File: config.mk
export PLATFORM = sky130hd
export DESIGN_NAME = cas_sig_dec
export DESIGN_NICKNAME = d
export VERILOG_FILES = /design/src/rtl/cas_sig_dec.sv
export SDC_FILE = /design/constraint.sdc
export NUM_CORES = 1
export LEC_CHECK = 0
export BUFFER_PORTS_ARGS = -buffer_cell sky130_fd_sc_hd__buf_2
export CAP_MARGIN = 20
export CORE_MARGIN = 3
export CORE_UTILIZATION = 25
export CTS_CLUSTER_DIAMETER = 120
export DETAILED_ROUTE_END_ITERATION = 10
export PLACE_DENSITY_LB_ADDON = 0.25
export SYNTH_ARGS = -nofsm -noshare
export SYNTH_HDL_FRONTEND = slang
export SYNTH_SLANG_ARGS = --single-unit
File: constraint.sdc
create_clock -name clk -period 2.4 [get_ports clk]
set_input_delay 0.24 -clock clk [delete_from_list [all_inputs] [get_ports clk]]
set_output_delay 0.24 -clock clk [all_outputs]
set_load 0.005 [all_outputs]
File: src/rtl/cas_sig_dec.sv
`default_nettype none
// ============================================================================
// Module   : cas_sig_dec
// Brief    : Cassette tape signal decoder. Measures low-phase lengths of the
//            synchronized tape level, classifies them as 0/1 bits, tracks a
//            sync tone for carrier detect and frames start/8 data/odd
//            parity/stop bytes.
// Revision : 1.0 - initial release
// ============================================================================
module cas_sig_dec #(
    parameter int THRESH    = 5442,
    parameter int MIN_LOW   = 1000,
    parameter int TIMEOUT   = 20000,
    parameter int SYNC_BITS = 16
) (
    input  logic       clk,
    input  logic       reset_n,
    input  logic       en,
    input  logic       din,
    output logic [7:0] dout,
    output logic       valid,
    output logic       parity_err,
    output logic       frame_err,
    output logic       carrier
);

    localparam logic [1:0]  ST_HUNT   = 2'd0;
    localparam logic [1:0]  ST_DATA   = 2'd1;
    localparam logic [1:0]  ST_PARITY = 2'd2;
    localparam logic [1:0]  ST_STOP   = 2'd3;

    localparam logic [15:0] C_THRESH  = 16'(THRESH);
    localparam logic [15:0] C_MIN_LOW = 16'(MIN_LOW);
    localparam logic [15:0] C_TIMEOUT = 16'(TIMEOUT);
    localparam logic [7:0]  C_SYNC    = 8'(SYNC_BITS);

    // Synchronizer chain, fill tracker and phase counter
    logic        sync1_q, sync1_d;
    logic        sync2_q, sync2_d;
    logic        prev_q, prev_d;
    logic [1:0]  fill_q, fill_d;
    logic [15:0] cnt_q, cnt_d;

    // Framing state
    logic [1:0]  state_q, state_d;
    logic [7:0]  sync_cnt_q, sync_cnt_d;
    logic        carrier_q, carrier_d;
    logic [2:0]  bit_idx_q, bit_idx_d;
    logic        acc_q, acc_d;
    logic [7:0]  shreg_q, shreg_d;
    logic        perr_q, perr_d;

    // Output registers
    logic [7:0]  dout_q, dout_d;
    logic        valid_q, valid_d;
    logic        parity_err_q, parity_err_d;
    logic        frame_err_q, frame_err_d;

    // Edges are only trusted once all three flops hold real din samples, so
    // the reset value of the chain can never masquerade as an edge.
    logic w_edge;
    logic w_rise;
    logic w_timeout;
    logic w_bit_ok;
    logic w_bit;

    assign w_edge    = (fill_q == 2'd3) && (sync2_q != prev_q);
    assign w_rise    = w_edge && sync2_q;
    assign w_timeout = en && (cnt_q > C_TIMEOUT);
    // Timeout has priority over a coincident rising edge.
    assign w_bit_ok  = en && w_rise && !w_timeout && (cnt_q >= C_MIN_LOW);
    assign w_bit     = (cnt_q < C_THRESH);

    // Synchronizer, fill tracking and saturating phase counter
    always_comb begin
        sync1_d = din;
        sync2_d = sync1_q;
        prev_d  = sync2_q;
        fill_d  = (fill_q == 2'd3) ? fill_q : fill_q + 2'd1;
        if (!en || w_edge) begin
            cnt_d = 16'd0;
        end else if (cnt_q != 16'hFFFF) begin
            cnt_d = cnt_q + 16'd1;
        end else begin
            cnt_d = cnt_q;
        end
    end

    // Bit framing: sync hunt, data shift, parity check and stop decision
    always_comb begin
        state_d      = state_q;
        sync_cnt_d   = sync_cnt_q;
        carrier_d    = carrier_q;
        bit_idx_d    = bit_idx_q;
        acc_d        = acc_q;
        shreg_d      = shreg_q;
        perr_d       = perr_q;
        dout_d       = dout_q;
        parity_err_d = parity_err_q;
        valid_d      = 1'b0;
        frame_err_d  = 1'b0;

        if (!en) begin
            state_d    = ST_HUNT;
            sync_cnt_d = 8'd0;
            carrier_d  = 1'b0;
            bit_idx_d  = 3'd0;
            acc_d      = 1'b0;
            shreg_d    = 8'd0;
            perr_d     = 1'b0;
        end else if (w_timeout) begin
            state_d    = ST_HUNT;
            sync_cnt_d = 8'd0;
            carrier_d  = 1'b0;
            bit_idx_d  = 3'd0;
        end else if (w_bit_ok) begin
            case (state_q)
                ST_HUNT: begin
                    if (w_bit) begin
                        if (sync_cnt_q != 8'hFF) begin
                            sync_cnt_d = sync_cnt_q + 8'd1;
                        end
                        if (sync_cnt_d >= C_SYNC) begin
                            carrier_d = 1'b1;
                        end
                    end else if (carrier_q) begin
                        // Start bit: odd parity seeds the accumulator with 1
                        state_d   = ST_DATA;
                        bit_idx_d = 3'd0;
                        acc_d     = 1'b1;
                        perr_d    = 1'b0;
                    end else begin
                        sync_cnt_d = 8'd0;
                    end
                end
                ST_DATA: begin
                    shreg_d   = {w_bit, shreg_q[7:1]};
                    acc_d     = acc_q ^ w_bit;
                    bit_idx_d = bit_idx_q + 3'd1;
                    if (bit_idx_q == 3'd7) begin
                        state_d = ST_PARITY;
                    end
                end
                ST_PARITY: begin
                    if (w_bit != acc_q) begin
                        perr_d = 1'b1;
                    end
                    state_d = ST_STOP;
                end
                default: begin
                    state_d = ST_HUNT;
                    if (w_bit) begin
                        valid_d      = 1'b1;
                        dout_d       = shreg_q;
                        parity_err_d = perr_q;
                        carrier_d    = 1'b1;
                        sync_cnt_d   = C_SYNC;
                    end else begin
                        frame_err_d = 1'b1;
                        carrier_d   = 1'b0;
                        sync_cnt_d  = 8'd0;
                    end
                end
            endcase
        end
    end

    // State register with asynchronous active-low reset
    always_ff @(posedge clk or negedge reset_n) begin
        if (!reset_n) begin
            sync1_q      <= 1'b0;
            sync2_q      <= 1'b0;
            prev_q       <= 1'b0;
            fill_q       <= 2'd0;
            cnt_q        <= 16'd0;
            state_q      <= ST_HUNT;
            sync_cnt_q   <= 8'd0;
            carrier_q    <= 1'b0;
            bit_idx_q    <= 3'd0;
            acc_q        <= 1'b0;
            shreg_q      <= 8'd0;
            perr_q       <= 1'b0;
            dout_q       <= 8'd0;
            valid_q      <= 1'b0;
            parity_err_q <= 1'b0;
            frame_err_q  <= 1'b0;
        end else begin
            sync1_q      <= sync1_d;
            sync2_q      <= sync2_d;
            prev_q       <= prev_d;
            fill_q       <= fill_d;
            cnt_q        <= cnt_d;
            state_q      <= state_d;
            sync_cnt_q   <= sync_cnt_d;
            carrier_q    <= carrier_d;
            bit_idx_q    <= bit_idx_d;
            acc_q        <= acc_d;
            shreg_q      <= shreg_d;
            perr_q       <= perr_d;
            dout_q       <= dout_d;
            valid_q      <= valid_d;
            parity_err_q <= parity_err_d;
            frame_err_q  <= frame_err_d;
        end
    end

    assign dout       = dout_q;
    assign valid      = valid_q;
    assign parity_err = parity_err_q;
    assign frame_err  = frame_err_q;
    assign carrier    = carrier_q;

endmodule
`default_nettype wire
==> results of run 1 <==
## report_power, final
part	internal (mW)	switching [mW]	total, mW
combinational	0.0331	0.0592	0.0923
clock	0.397	0.369	0.767
sequential	0.955	0.0126	0.968
## cells in the mapped netlist, drive strengths merged (2+ instances only)
master,instances
dfrtp,56
nor2,32
nand2,19
nand3,15
mux2i,11
ha,10
inv,10
mux2,10
xor2,10
clkbuf,8
nor3,7
a21oi,6
a31oi,6
nand4,6
a211oi,5
xnor2,5
and3,4
o211ai,4
o21ai,4
o22a,4
o41ai,4
a21boi,3
a22o,3
and2,3
nand2b,3
nand4b,3
a2111oi,2
a211o,2
a21o,2
a311o,2
and4,2
buf,2
nand3b,2
nor2b,2
nor4,2
nor4b,2
o211a,2
o2bb2ai,2
or3,2
## worst max-delay path, cell delays in order (launching register included)
cell	delay (ns)
dfrtp_1	0.46
nor3_4	0.19
nor4b_4	0.31
o211ai_4	0.18
a311o_4	0.49
and2_4	0.22
o41ai_4	0.32
## per-layer routing
| layer | vias up | part of all wire [%] | track usage [%] |
|---|---|---|---|
| met3 | 4 | 2.8 | 2.04 |
| li1 | 1114 | - | - |
| met5 | - | 0 | 0 |
| met2 | 27 | 46 | 16.3 |
| met4 | 0 | 0.76 | 2.40 |
| met1 | 1118 | 50 | 14.7 |
## metrics by stage
step | hold WS (ns) | cells
2_1_floorplan | -0.0556 | 286
3_3_place_gp | 0.179 | 452
3_5_place_dp | 0.186 | 452
4_1_cts | 0.0432 | 461
5_1_grt | 0.0431 | 464
6_report | 0.0535 | 464
## cells in the final DEF (no fill, tap or decap), drive strengths merged, types with 4 or more instances in the layout
cell type,netlist,final
nor3,7,7
nor2,32,32
a31oi,6,6
clkbuf,8,5
ha,10,10
mux2,10,10
o211ai,4,4
xnor2,5,5
and3,4,4
o41ai,4,4
a21oi,6,6
xor2,10,10
mux2i,11,11
dfrtp,56,56
buf,2,36
nand3,15,15
nand2,19,19
o21ai,4,4
a211oi,5,5
inv,10,11
o22a,4,4
nand4,6,6
## layout make-up
type	count	share of cell area (%)
well taps	143	5.02
repair buffers	37	6.82
clock buffers	5	3.51
inverters	11	1.16
flip-flops and latches	56	39.4
multi-input cells	209	43.4
clock inverters	3	0.773
## what timing repair did
action	in CTS	in global routing
setup buffers	0	3
setup endpoints to repair	0	17
hold buffers	1	0
resized for setup	0	5
hold endpoints to repair	15	0
## cells by family after synthesis
family                   share of synthesized area [%]
buffers and inverters                             2.90
XOR/XNOR                                          4.35
AO/OA/AOI/OAI                                     15.5
AND/OR/NAND/NOR                                   19.3
flip-flops                                        46.4
adder cells (fa/ha/maj)                           4.14
multiplexers                                      7.37
## path summary, 6_finish.rpt
kind / start / end / slack, ns / depth (start not counted)
setup reg to reg: cnt_q[4] / sync_cnt_q[5] / 0.12 / 6
setup / recovery: cnt_q[4] / sync_cnt_q[5] / 0.12 / 6
hold / removal: din / sync1_q / 0.05 / 1
hold reg to reg: sync1_q / prev_d / 0.36 / 0
min in group asynchronous: reset_n / state_q[0] / 0.39 / 2
max in group asynchronous: reset_n / cnt_q[11] / 1.33 / 3
## state kept, by name (all words and copies together) (netlist names)
| signal | cells |
|---|---|
| cnt_q | 16 |
| parity_err | 1 |
| frame_err | 1 |
| prev_d | 1 |
| sync1_q | 1 |
| shreg_q | 8 |
| perr_q | 1 |
| fill_q | 2 |
| state_q | 2 |
| carrier | 1 |
| prev_q | 1 |
| valid | 1 |
| dout | 8 |
| sync_cnt_q | 8 |
| bit_idx_q | 3 |
| acc_q | 1 |
==> impl_metrics.tcl, run 1 <==
set metrics [dict create \
    antenna_found_initial 0 \
    seqCellArea_sq_um 1400 \
    route.vias.total 2263 \
    yosysUniqueCellTypes 57 \
    fin_area_sq_um 3560 \
    clock.fmax_mhz 439 \
    dominantRegCellSynth "dfrtp_1" \
    yosys.area.top_type "dfrtp_1" \
    avgSynthCellArea_sq_um 10.6 \
    die-width_microns 116 \
    peakVddDrop_mv 0.318 \
    cts_made_buffers 5 \
    clock_skew_ns 0.00567 \
    route.detailed.drc 0 \
    path_class "reg2reg" \
    synth_seq_cells 56 \
    grt_pass1_vias 2253 \
    drv_cap 0 \
    maxSlewViolCount 0 \
    place.gp.congestion 0.821 \
    cts_tree "yes" \
    coreArea_sq_um 11600 \
    synth.top_cell.area_share_pct 46.4 \
    grt_util_all_layers_pct 10.3 \
    cp-start-kind "flip-flop" \
    die-area_sq_um 13400 \
    port_buffers 15 \
    dp_hpwl_mm 4.88 \
    utilization_pct 30.7 \
    rows 39 \
    grt_overflow 0 \
    htreeDepth 2 \
    async_flop_share_pct 100 \
    critPathCaptureType "flip-flop" \
    powerDensity_nw_per_um2 513 \
    syn-cell-area_sq_um 3020 \
    clk_pin_slew_worst_paths_ns 0.08 \
    dr.pass1.iters 4 \
    critPathMaxFanout 9 \
    synth_edf_count 0 \
    multi_input_area_sq_um 1540 \
    rsz0062_at_grt "false" \
    ant_nets 0 \
    period_minus_slack_ns 2.28 \
    start_util_pct 26.0 \
    setup_violations 0 \
    p_total_mw 1.83 \
    syn_nets 300 \
    fin_setup_tns_ns 0 \
    min_period_over_period_pct 95.0 \
    wl_per_cell_microns 14.1 \
    drive_above_1_share_pct 20.9 \
    via_per_inst 4.88 \
    clock_path_buffers 2 \
    max_slew_margin_pct 62.9 \
    io_pins 16 \
    status "finished, final reports clean" \
    dp_slack_ns 0.0454 \
    synthCells 286 \
    cts.sink_count 56 \
    hp-class "in2reg" \
    layout_setup_ws_ns 0.120 \
    nFillCells 1216 \
    p_leak_nw 1.68 \
    grt_max_degree 26 \
    area_growth_pct 17.9 \
    drt_iter0_drc 78 \
    crit_arrival_ns 2.47 \
    ys_warn_count 0 \
    grt_pass1_wl_mm 11.3 \
    place_area_sq_um 3360 \
    die_h_microns 116 \
    tightest_slew_ns 0.556 \
    cts_root_buf "clkbuf_16" \
    crit_required_ns 2.59 \
    fin_nets 334 \
    drt_wl_total_mm 6.56 \
    clock_latency_ns 0.29 \
    hold_viol 0 \
    n_antenna_cell 0 \
    seq_area_frac_synth_pct 46.4 \
    synth_area_leaders "dfrtp_1 (46%), ha_1 (4.1%), nor2_1 (4.0%), mux2_2 (3.7%), mux2i_1 (3.6%)" \
]
No activity file was read; power rests on OpenSTA's default activity.
==> inputs of run 2 (changes only) <==
--- a/config.mk
+++ b/config.mk
@@ -5,6 +5,7 @@
 export SDC_FILE = /design/constraint.sdc
 export NUM_CORES = 1
 export LEC_CHECK = 0
+export ABC_AREA = 1
 export BUFFER_PORTS_ARGS = -buffer_cell sky130_fd_sc_hd__buf_2
 export CAP_MARGIN = 20
 export CORE_MARGIN = 3
@@ -12,6 +13,7 @@
 export CTS_CLUSTER_DIAMETER = 120
 export DETAILED_ROUTE_END_ITERATION = 10
 export PLACE_DENSITY_LB_ADDON = 0.25
+export REMOVE_ABC_BUFFERS = 1
 export SYNTH_ARGS = -nofsm -noshare
 export SYNTH_HDL_FRONTEND = slang
 export SYNTH_SLANG_ARGS = --single-unit
==> impl_metrics.tcl, run 2 <==
set metrics [dict create \
    ys_warn_count 0 \
    dp_hpwl_mm 5.59 \
    syn-cell-area_sq_um 3320 \
    synthTopCellsByCount "nand2_1 (102), dfrtp_1 (56), nor2_1 (49)" \
    period_minus_slack_ns 1.91 \
    rows 41 \
    die-width_microns 121 \
    dominantRegCellSynth "dfrtp_1" \
    antenna_found_initial 0 \
    powerDensity_nw_per_um2 641 \
    critPathMaxFanout 11 \
    reg2reg_depth 7 \
    grt_util_all_layers_pct 10.7 \
    grt_max_degree 31 \
    synth_edf_count 0 \
    drt_iter0_drc 180 \
    drive_above_1_share_pct 16.9 \
    mostFrequentLayoutCells "nand2_1 (102), dfrtp_1 (56), nor2_1 (49)" \
    rsz0062_at_grt "false" \
    hold_viol 0 \
    clk_pin_slew_worst_paths_ns 0.08 \
    htreeDepth 2 \
    grt_pass1_vias 2717 \
    grt_overflow 0 \
    yosysUniqueCellTypes 40 \
    yosysMostFrequentCell "nand2_1" \
    drt_wl_total_mm 7.26 \
    synth.top_cell.area_share_pct 42.2 \
    peakVddDrop_mv 0.407 \
    route.detailed.drc 0 \
    async_flop_share_pct 100 \
    crit_slowest_cell "nand3_1" \
    fin_nets 456 \
    setup_violations 0 \
    path_class "reg2reg" \
    hp-class "in2reg" \
    critPathCaptureType "flip-flop" \
    clock_path_buffers 2 \
    fin_area_sq_um 3760 \
    clock_latency_ns 0.29 \
    tightest_slew_ns 0.639 \
    synth_area_leaders "dfrtp_1 (42%), nand2_1 (12%), nor2_1 (5.5%), nand3_1 (5.4%), inv_1 (4.7%)" \
    area_growth_pct 13.4 \
    p_leak_nw 1.78 \
    max_slew_margin_pct 57.4 \
    grt_pass1_wl_mm 12.9 \
    avgSynthCellArea_sq_um 7.87 \
    cts.sink_count 56 \
    ant_nets 0 \
    crit_arrival_ns 2.07 \
    fin_setup_tns_ns 0 \
    seq_area_frac_synth_pct 42.2 \
    maxSlewViolCount 0 \
    status "finished, final reports clean" \
    final_common_cell "nand2_1" \
    io_pins 16 \
    crit_required_ns 2.56 \
    wl_per_cell_microns 11.8 \
    largest_reg_flops 16 \
    cp-start-kind "flip-flop" \
    start_util_pct 25.9 \
    n_antenna_cell 0 \
    cp_cell_sequence "ha_1, o21ai_0, a21oi_1, nor2_4, nand3_1, nand3_1, o21ai_0" \
    synthCells 422 \
    slowest_delay_ns 0.41 \
    die_h_microns 121 \
    coreArea_sq_um 12800 \
    via_per_inst 4.39 \
    dr.pass1.iters 4 \
    drv_cap 0 \
    port_buffers 15 \
    clock.fmax_mhz 524 \
    post_cts_buffers 0 \
    die-area_sq_um 14700 \
    clock_skew_ns 0.00821 \
    place_area_sq_um 3600 \
    cts_tree "yes" \
    min_path_cells 1 \
    place.gp.congestion 0.781 \
    cts_root_buf "clkbuf_16" \
    route.vias.total 2701 \
    cts_made_buffers 5 \
    yosys.area.top_type "dfrtp_1" \
    synth_seq_cells 56 \
    min_period_over_period_pct 79.5 \
    top_register "cnt_q" \
]
run 2: final cells by class:
| cell class | count | area [sq um] |
|---|---|---|
| Timing Repair Buffer | 19 | 120 |
| Inverter | 48 | 184 |
| Fill cell | 1376 | 9060 |
| Clock buffer | 5 | 125 |
| Multi-Input combinational cell | 312 | 1690 |
| Sequential cell | 56 | 1400 |
| Tap cell | 172 | 215 |
| Clock inverter | 3 | 27.5 |
run 2: layer usage:
metal,track usage [%],wire length [microns]
met4,3.22,129
met2,17.0,3350
met5,0,0
met3,1.82,167
met1,14.8,3620
run 2: worst max-delay path: cells and delay by family (launching register included):
family / cells / cell delay [ns]
AOI/OAI and AO/OA: 3 / 0.28
DFF: 1 / 0.39
adders and majority gates: 1 / 0.26
and+or+nand+nor: 3 / 0.84
run 2: worst paths after layout:
kind                            from   endpoint  slack, ns
max in group asynchronous    reset_n  cnt_q[11]       1.31
hold / removal                   din    sync1_q       0.05
setup / recovery           fill_q[0]   cnt_q[0]       0.49
min in group asynchronous    reset_n    dout[5]       0.50
hold reg to reg              sync1_q     prev_d       0.38
setup reg to reg           fill_q[0]   cnt_q[0]       0.49
run 2: logic make-up after synthesis:
kind of cell / share of synthesized area, %
AO/OA/AOI/OAI: 10.5
XOR/XNOR: 2.37
adder cells (fa/ha/maj): 3.77
buffers and inverters: 6.82
flip-flops: 42.2
multiplexers: 0.339
AND/OR/NAND/NOR: 34.0
run 2: stage by stage:
stage          setup WS (ns)  cells  util (%)  power [mW]  hold slack (ns)
2_1_floorplan          0.737    416         -        1.51          -0.0556
3_3_place_gp           0.531    606      28.1        1.68            0.306
3_5_place_dp           0.481    606      28.1        1.68            0.313
4_1_cts                0.473    615      29.4        2.46           0.0403
5_1_grt                0.301    615      29.4        2.59           0.0406
6_report               0.491    615      29.4        2.41           0.0500
run 2: what timing repair did:
item                       CTS  global route
setup endpoints to repair    0             0
hold buffers                 1             0
hold endpoints to repair    26             0
gates resized for setup      0             0
run 2: where the power goes:
group,internal (mW),total [mW],switching (mW)
Combinational,0.195,0.545,0.350
Clock,0.397,0.757,0.360
Sequential,1.03,1.11,0.0878
==> inputs of run 3 (changes only) <==
==> constraint.sdc (replaced) <==
create_clock -name clk -period 1.6 [get_ports clk]
set_input_delay 0.16 -clock clk [delete_from_list [all_inputs] [get_ports clk]]
set_output_delay 0.16 -clock clk [all_outputs]
set_load 0.005 [all_outputs]
==> impl_metrics.tcl, run 3 (synthesis results as in run 2) <==
set metrics [dict create \
    status "finished with violations" \
    violations "setup timing" \
    p_leak_nw 2.39 \
    antenna_found_initial 0 \
    port_buffers 15 \
    cp-start-kind "flip-flop" \
    fin_area_sq_um 5070 \
    drt_iter0_drc 156 \
    drv_cap 0 \
    crit_required_ns 1.79 \
    coreArea_sq_um 12800 \
    start_util_pct 25.9 \
    m1WireLength_mm 4.19 \
    reg2reg_depth 13 \
    grt_util_all_layers_pct 12.3 \
    clock.fmax_mhz 555 \
    place.gp.congestion 0.848 \
    grt_overflow 0 \
    drt_wl_total_mm 9.11 \
    cts.sink_count 56 \
    cts_made_buffers 5 \
    mostFrequentLayoutCells "buf_4 (87), nand2_1 (73), dfrtp_1 (54)" \
    ant_nets 0 \
    fin_nets 555 \
    place_area_sq_um 4130 \
    utilization_pct 39.6 \
    drive_above_1_share_pct 48.2 \
    die_h_microns 121 \
    die-area_sq_um 14700 \
    clock_path_buffers 2 \
    grt_pass1_vias 3048 \
    powerDensity_nw_per_um2 815 \
    period_minus_slack_ns 1.80 \
    dr_wl_met2_mm 4.50 \
    cts_root_buf "clkbuf_16" \
    min_period_over_period_pct 113 \
    grt_max_degree 57 \
    io_pins 16 \
    die-width_microns 121 \
    max_slew_margin_pct 76.1 \
    largest_reg_flops 16 \
    clock_skew_ns 0.0101 \
    dp_hpwl_mm 6.08 \
    via_per_inst 4.41 \
    clk_pin_slew_worst_paths_ns 0.08 \
    maxSlewViolCount 0 \
    n_antenna_cell 0 \
    route.detailed.drc 0 \
    cts_tree "yes" \
    tightest_slew_ns 0.358 \
    critPathCaptureType "flip-flop" \
    htreeDepth 2 \
    peakVddDrop_mv 0.643 \
    min_path_cells 4 \
    crit_arrival_ns 2.00 \
    final_common_cell "buf_4" \
    hp-class "in2reg" \
    highest_layer "met4" \
    grt_pass1_wl_mm 14.8 \
    area_growth_pct 52.8 \
    route.vias.total 3146 \
    dr.pass1.iters 4 \
    layout_setup_ws_ns -0.202 \
    route.met3.wl_microns 288 \
    setup_violations 39 \
    wl_per_cell_microns 12.8 \
    rows 41 \
    path_class "reg2reg" \
    top_register "cnt_q" \
    rsz0062_at_grt "true" \
    hold_viol 0 \
    critPathMaxFanout 7 \
    clock_latency_ns 0.30 \
]
run 3: through the flow:
step                      instances  hold slack (ns)  setup TNS [ns]  total power [mW]  setup slack [ns]
final                           714            0.324           -4.20              4.14            -0.202
after detailed placement        675            0.190           -3.78              2.75            -0.159
after global placement          675            0.189           -3.11              2.74            -0.130
after global routing            714            0.338           -9.73              4.38            -0.309
after floorplan                 416           -0.136          -0.506              2.26           -0.0632
after CTS                       695            0.320           -2.26              4.01           -0.0939
run 3: cell type report:
cell class	count	area (sq um)
Timing Repair Buffer	115	912
Clock inverter	3	25.0
Multi-Input combinational cell	315	2200
Sequential cell	56	1400
Fill cell	1255	7750
Inverter	48	196
Clock buffer	5	125
Tap cell	172	215
run 3: path summary, 6_finish.rpt:
path / start / slack (ns) / endpoint
setup / recovery: cnt_q[8] / -0.20 / sync_cnt_q[3]
hold / removal: en / 0.32 / shreg_q[6]
setup reg to reg: cnt_q[8] / -0.20 / sync_cnt_q[3]
hold reg to reg: sync1_q / 0.37 / prev_d
max in group asynchronous: reset_n / 0.92 / cnt_q[12]
min in group asynchronous: reset_n / 0.39 / dout[5]
run 3: metal layers:
| layer | up-vias | global-route usage, % |
|---|---|---|
| li1 | 1605 | - |
| met2 | 49 | 21.4 |
| met5 | - | 0 |
| met4 | 0 | 3.08 |
| met3 | 11 | 1.54 |
| met1 | 1481 | 16.2 |
run 3: worst max-delay path, stage by stage (launching register included):
cell and delay, ns:
dfrtp_1 0.43, inv_2 0.09, nand2_1 0.09, nor2_4 0.14, nand3_2 0.10, nand2_2 0.10, nand2_4 0.08, buf_12 0.14
nand2_8 0.06, inv_6 0.04, o21ai_4 0.14, nand2_8 0.14, nand2_4 0.10, o21ai_2 0.05
run 3: timing repair:
| action | 4_1_cts | 5_1_grt |
|---|---|---|
| setup buffers | 7 | 19 |
| setup endpoints to repair | 47 | 51 |
| pin swaps | 18 | 43 |
| endpoints found under the hold margin | 57 | 0 |
| gates cloned | 3 | 1 |
| resized for setup | 52 | 92 |
| hold buffers | 2 | 0 |
run 3: report_power, final:
group | switching (mW) | internal (mW) | total [mW] | leakage (nW)
Combinational | 0.756 | 0.552 | 1.31 | 1.57
Clock | 0.570 | 0.594 | 1.16 | 0.0708
Sequential | 0.124 | 1.54 | 1.66 | 0.750
Total | 1.45 | 2.68 | 4.14 | 2.39
